File: src/rtl/mips_test_sequencer.sv
// Self-checking load/run/dump sequencer for pipe_MIPS32.
// Define MIPS_SEQ_REGINIT_EN to preload R[k]=k (k=0..30) before the core starts.
module mips_test_sequencer #(
   parameter int DATA_W  = 32,
   parameter int ADDR_W  = 5,
   parameter int NREG    = 6,
   parameter int TIMEOUT = 255
) (
   input  logic                        clk1,
   input  logic                        rst_n,
   input  logic                        go,
   input  logic                        prog_valid,
   output logic                        prog_ready,
   input  logic [DATA_W-1:0]           prog_data,
   input  logic                        prog_last,
   output logic                        imem_we,
   output logic [ADDR_W-1:0]           imem_addr,
   output logic [DATA_W-1:0]           imem_wdata,
   output logic                        reg_we,
   output logic [4:0]                  reg_waddr,
   output logic [DATA_W-1:0]           reg_wdata,
   output logic                        core_start,
   input  logic                        core_halted,
   output logic [4:0]                  reg_raddr,
   input  logic [DATA_W-1:0]           reg_rdata,
   input  logic [DATA_W-1:0]           exp_data,
   output logic                        busy,
   output logic                        done,
   output logic                        pass,
   output logic                        timeout,
   output logic [$clog2(NREG+1)-1:0]   err_count
);

   localparam int EW = $clog2(NREG + 1);
   localparam int TW = $clog2(TIMEOUT + 1);
   localparam int CW = (TW > 6) ? TW : 6;

   localparam logic [CW-1:0] C_TMO  = CW'(TIMEOUT - 1);
   localparam logic [CW-1:0] C_NREG = CW'(NREG);
   localparam logic [EW-1:0] C_ESAT = EW'(NREG);

   typedef enum logic [2:0] {
      S_IDLE  = 3'd0,
      S_LOAD  = 3'd1,
`ifdef MIPS_SEQ_REGINIT_EN
      S_INIT  = 3'd2,
`endif
      S_START = 3'd3,
      S_RUN   = 3'd4,
      S_DUMP  = 3'd5,
      S_DONE  = 3'd6
   } state_t;

`ifdef MIPS_SEQ_REGINIT_EN
   localparam state_t S_POST_LOAD = S_INIT;
   localparam logic [CW-1:0] C_INIT_LAST = CW'(30);
`else
   localparam state_t S_POST_LOAD = S_START;
`endif

   state_t              r_state;
   logic [ADDR_W-1:0]   r_wr_ptr;
   logic [CW-1:0]       r_cnt;
   logic [DATA_W-1:0]   r_exp;
   logic [EW-1:0]       r_err;
   logic                r_busy;
   logic                r_done;
   logic                r_pass;
   logic                r_tmo;

   logic w_load;
   logic w_hs;
   logic w_dump;
   logic w_cmp;
   logic w_mis;
   logic w_err_inc;

   assign w_load = (r_state == S_LOAD);
   assign w_hs   = w_load & prog_valid;
   assign w_dump = (r_state == S_DUMP);

   assign prog_ready = w_load;
   assign imem_we    = w_hs;
   assign imem_addr  = w_load ? r_wr_ptr : '0;
   assign imem_wdata = w_hs ? prog_data : '0;

`ifdef MIPS_SEQ_REGINIT_EN
   logic w_init;
   assign w_init    = (r_state == S_INIT);
   assign reg_we    = w_init;
   assign reg_waddr = w_init ? r_cnt[4:0] : '0;
   assign reg_wdata = w_init ? DATA_W'(r_cnt[4:0]) : '0;
`else
   assign reg_we    = 1'b0;
   assign reg_waddr = '0;
   assign reg_wdata = '0;
`endif

   assign core_start = (r_state == S_START);
   assign reg_raddr  = (w_dump && r_cnt < C_NREG) ? r_cnt[4:0] : '0;

   // Read data lags the address by one cycle, so compare against last cycle's expectation.
   assign w_cmp     = w_dump && (r_cnt != '0);
   assign w_mis     = w_cmp && (reg_rdata != r_exp);
   assign w_err_inc = w_mis && (r_err != C_ESAT);

   assign busy      = r_busy;
   assign done      = r_done;
   assign pass      = r_pass;
   assign timeout   = r_tmo;
   assign err_count = r_err;

   always_ff @(posedge clk1) begin
      if (!rst_n) begin
         r_state  <= S_IDLE;
         r_wr_ptr <= '0;
         r_cnt    <= '0;
         r_exp    <= '0;
         r_err    <= '0;
         r_busy   <= 1'b0;
         r_done   <= 1'b0;
         r_pass   <= 1'b0;
         r_tmo    <= 1'b0;
      end else begin
         unique case (r_state)
            S_IDLE, S_DONE: begin
               if (go) begin
                  r_state  <= S_LOAD;
                  r_wr_ptr <= '0;
                  r_cnt    <= '0;
                  r_err    <= '0;
                  r_busy   <= 1'b1;
                  r_done   <= 1'b0;
                  r_pass   <= 1'b0;
                  r_tmo    <= 1'b0;
               end
            end
            S_LOAD: begin
               if (prog_valid) begin
                  r_wr_ptr <= r_wr_ptr + 1'b1;
                  if (prog_last || r_wr_ptr == '1) begin
                     r_state <= S_POST_LOAD;
                     r_cnt   <= '0;
                  end
               end
            end
`ifdef MIPS_SEQ_REGINIT_EN
            S_INIT: begin
               if (r_cnt == C_INIT_LAST) begin
                  r_state <= S_START;
                  r_cnt   <= '0;
               end else begin
                  r_cnt <= r_cnt + 1'b1;
               end
            end
`endif
            S_START: begin
               r_state <= S_RUN;
               r_cnt   <= '0;
            end
            S_RUN: begin
               // First RUN cycle may still see HALTED from the previous program.
               if (r_cnt != '0 && core_halted) begin
                  r_state <= S_DUMP;
                  r_cnt   <= '0;
               end else if (r_cnt == C_TMO) begin
                  r_state <= S_DONE;
                  r_busy  <= 1'b0;
                  r_done  <= 1'b1;
                  r_pass  <= 1'b0;
                  r_tmo   <= 1'b1;
               end else begin
                  r_cnt <= r_cnt + 1'b1;
               end
            end
            S_DUMP: begin
               r_exp <= exp_data;
               if (w_err_inc)
                  r_err <= r_err + 1'b1;
               if (r_cnt == C_NREG) begin
                  r_state <= S_DONE;
                  r_busy  <= 1'b0;
                  r_done  <= 1'b1;
                  r_pass  <= (r_err == '0) && !w_mis && !r_tmo;
               end else begin
                  r_cnt <= r_cnt + 1'b1;
               end
            end
            default: begin
               r_state <= S_IDLE;
               r_busy  <= 1'b0;
            end
         endcase
      end
   end

endmodule

File: config.mk
export PLATFORM = sky130hd
export DESIGN_NAME = mips_test_sequencer
export DESIGN_NICKNAME = d
export VERILOG_FILES = /design/src/rtl/mips_test_sequencer.sv
export SDC_FILE = /design/constraint.sdc
export NUM_CORES = 1
export LEC_CHECK = 0
export CAP_MARGIN = 25
export CELL_PAD_IN_SITES_DETAIL_PLACEMENT = 0
export CELL_PAD_IN_SITES_GLOBAL_PLACEMENT = 1
export CORE_UTILIZATION = 39
export DETAILED_ROUTE_END_ITERATION = 8
export DONT_BUFFER_PORTS = 1
export PLACE_DENSITY = 0.76
export SYNTH_ARGS = -nofsm -noshare
export SYNTH_HDL_FRONTEND = slang
export SYNTH_SLANG_ARGS = --single-unit
File: constraint.sdc
create_clock -name clk1 -period 3.3 [get_ports clk1]
set_input_delay 0.33 -clock clk1 [delete_from_list [all_inputs] [get_ports clk1]]
set_output_delay 0.33 -clock clk1 [all_outputs]
set_load 0.005 [all_outputs]
==> results.md <==
- Hold Fails Final Rpt: 0
- Max-Cap Viols: 0
- CTS Hold Buffers Added: 0
- Relative slew slack: 0.499
- # clock sinks: 55
- HP Class: in -> reg
- Routability cong.: 0.805
- Power Total: 1.39 mW
- Slew Limit Fails: 0
- Yosys top cell by area: dfxtp_1
- Clock power frac: 0.320
- Routed wire length: 7650 um
- CTS resizes: 0
- Crit path time final: 2490 ps
- Setup violations, final: 0
- Type of the worst setup path: reg -> reg
- Critical path fanouts, max: 42
- Synthesis Warnings: 0
- Root buf cell: clkbuf_8
- Detailed-route via count: 2770
- Overflow after GRT: 0
- P_sw: 0.385 mW
- Setup Skew: 5.49 ps
- Internal: 1.00 mW
- Worst skew pair latency: 300 ps
- Seq/Total Area, Yosys: 0.313
- Setup ws final: 808 ps
- P per Cell Area: 393 nW/um^2
- Post-DP HPWL: 5700 um
- Unrepaired setup endpoints after global routing: no
- Tot GR Track Use: 0.158
- First-pass GRT wire length: 12400 um
- Syn Area/Cell: 7.86 um^2
- DR WL/cell: 14.2 um
- Pleak: 1.34 nW
- Largest stage delay on the critical path: 680 ps
- Mapped Cells: 448
- Logic pwr share: 0.165
- Most frequent cell on the critical path: o21ai_2
- CTS tree: yes
- DIE WIDTH: 97 um
- Largest net degree at the start of global routing: 50
- Dpl ws: 843 ps
- Yosys reg bits: 55
- Clock-pin slew on the worst setup and hold paths: 100 ps
- Sequential fraction of design power: 0.515
- CP max-delay cell: dfxtp_1
- Netlist cell types: 48
- Ant diodes: 0
- Post-route DRC: 0
- Main synth FF type: dfxtp_1
- Clock Tree Buf Depth: 2
- # rows: 34
- H-tree depth: 2
- Crit-path cells: nor3b_2 -> buf_4 -> a221oi_1 -> and2_1 -> o21ai_2 -> o21ai_2 -> nor2_1
- Switching Share: 0.277
- Fin nets: 541
- Total setup buffers inserted after CTS: 0
- Setup TNS: 0 ps
- Layout cells sized above 1: 0.0603
- Crit share post-route: 0.755
- CP Launch Type: flip-flop
- Synth Cell Area: 3520 um^2
- Top Ports: 192
- Vias in the first global route: 2510
- Via-to-Cell Ratio: 5.14
- Asr flop ratio synth: 0
- Status: finished, final reports clean
- Synth top area share: 0.313
- Die height: 97 um
- Peak supply drop: 0.213 mV
- Initial antenna violation count: 0
- Critical path data required time: 3490 ps
- EDFF count, synth: 0
- Pre-antenna DRT Iters: 4
- Worst Max-Slew Pin Slew: 748 ps
- Initial Util: 0.404
- Die area: 9410 um^2
- Core ar.: 8720 um^2
- Fmax: 401 MHz
- CP Capture Type: flip-flop
- Synth area leaders: dfxtp_1 (31%), buf_4 (8.7%), nand2_1 (8.6%)
- PortBufs: 0
- Critical path arrival: 2680 ps
- Iteration-0 DRC Markers: 85
- Antenna viol nets, final: 0
- Synth-to-Final Area Change: 0.356%
- CTS buffer count: 5
==> sequential cells by signal (all words and copies together) (netlist names) <==
name and flops:
r_cnt 8, timeout 1, err_count 3, r_state 3
r_wr_ptr 5, pass 1, r_exp 32, busy 1
done 1
==> critical path: cells and delay by family, from the launching register on <==
kind | cells | cell delay (ps)
AO/OA/AOI/OAI | 3 | 870
flip-flops | 1 | 680
AND/OR/NAND/NOR | 3 | 590
buffers and inverters | 1 | 250
==> cell usage after synthesis (all sizes together), types with 3 or more instances <==
master / count
a21boi: 34
nand3: 7
and3: 38
and2: 10
a21oi: 13
dfxtp: 55
clkbuf: 17
o21ai: 8
nand2: 81
nor3b: 4
xor2: 8
ha: 8
inv: 9
a31oi: 4
o21a: 3
buf: 49
nand4: 14
nor2: 23
xnor2: 33
==> kinds of logic after synthesis <==
group	count (synthesis)	share of synthesized area
xor+xnor	41	0.102
simple gates	194	0.281
fa+ha+maj	8	0.0284
flops	55	0.313
buf+inv	75	0.125
mux	2	0.00604
other cells	1	0.00107
compound gates	72	0.144
==> worst paths after layout <==
| check | start | endpoint | slack, ps | cells past startpoint |
|---|---|---|---|---|
| worst max register to register | r_state[1] | r_cnt[0] | 810 | 7 |
| worst min register to register | r_exp[14] | r_exp[14] | 480 | 2 |
| worst max-delay path | r_state[1] | r_cnt[0] | 810 | 7 |
| worst min-delay path | exp_data[26] | r_exp[26] | 160 | 2 |
==> power by group through the flow <==
| stage | Combinational (mW) | Sequential, mW | Clock (mW) |
|---|---|---|---|
| 6_report | 0.229 | 0.716 | 0.444 |
| 4_1_cts | 0.229 | 0.716 | 0.468 |
| 3_3_place_gp | 0.226 | 0.730 | 0 |
| 2_1_floorplan | 0.256 | 0.711 | 0 |
| 3_5_place_dp | 0.228 | 0.732 | 0 |
| 5_1_grt | 0.259 | 0.722 | 0.497 |
==> cells in the final DEF (no fill, tap or decap), types with 6 or more instances in the layout <==
| cell | count |
|---|---|
| a21boi_0 | 34 |
| a21oi_1 | 13 |
| and2_1 | 7 |
| and3_1 | 36 |
| conb_1 | 40 |
| dfxtp_1 | 55 |
| ha_1 | 8 |
| inv_1 | 9 |
| nand2_1 | 81 |
| nand3_1 | 7 |
| nand4_1 | 14 |
| nor2_1 | 22 |
| o21ai_0 | 6 |
| xnor2_1 | 33 |
| xor2_1 | 8 |
==> layout make-up <==
| class | instances | area [um^2] |
|---|---|---|
| Clock buffer | 5 | 68.8 |
| Tap cell | 108 | 135 |
| Fill cell | 924 | 5190 |
| Multi-Input combinational cell | 357 | 2130 |
| Sequential cell | 55 | 1100 |
| Inverter | 9 | 33.8 |
| Timing Repair Buffer | 3 | 22.5 |
| Clock inverter | 2 | 37.5 |
==> layer usage <==
layer	routed length (um)	track usage
met1	3530	0.210
met2	3600	0.261
met3	521	0.0462
met4	0	0.0172
met5	0	0
==> stage by stage <==
| step | util | instances | cell area (um^2) | hold WS, ps |
|---|---|---|---|---|
| after floorplan | - | 487 | 3670 | 449 |
| final | 0.405 | 539 | 3530 | 158 |
| after global placement | 0.393 | 532 | 3430 | 459 |
| after CTS | 0.405 | 539 | 3530 | 139 |
| after global routing | 0.405 | 539 | 3530 | 138 |
| after detailed placement | 0.393 | 532 | 3430 | 459 |
Note: power is estimated with default switching activity, not from simulation.
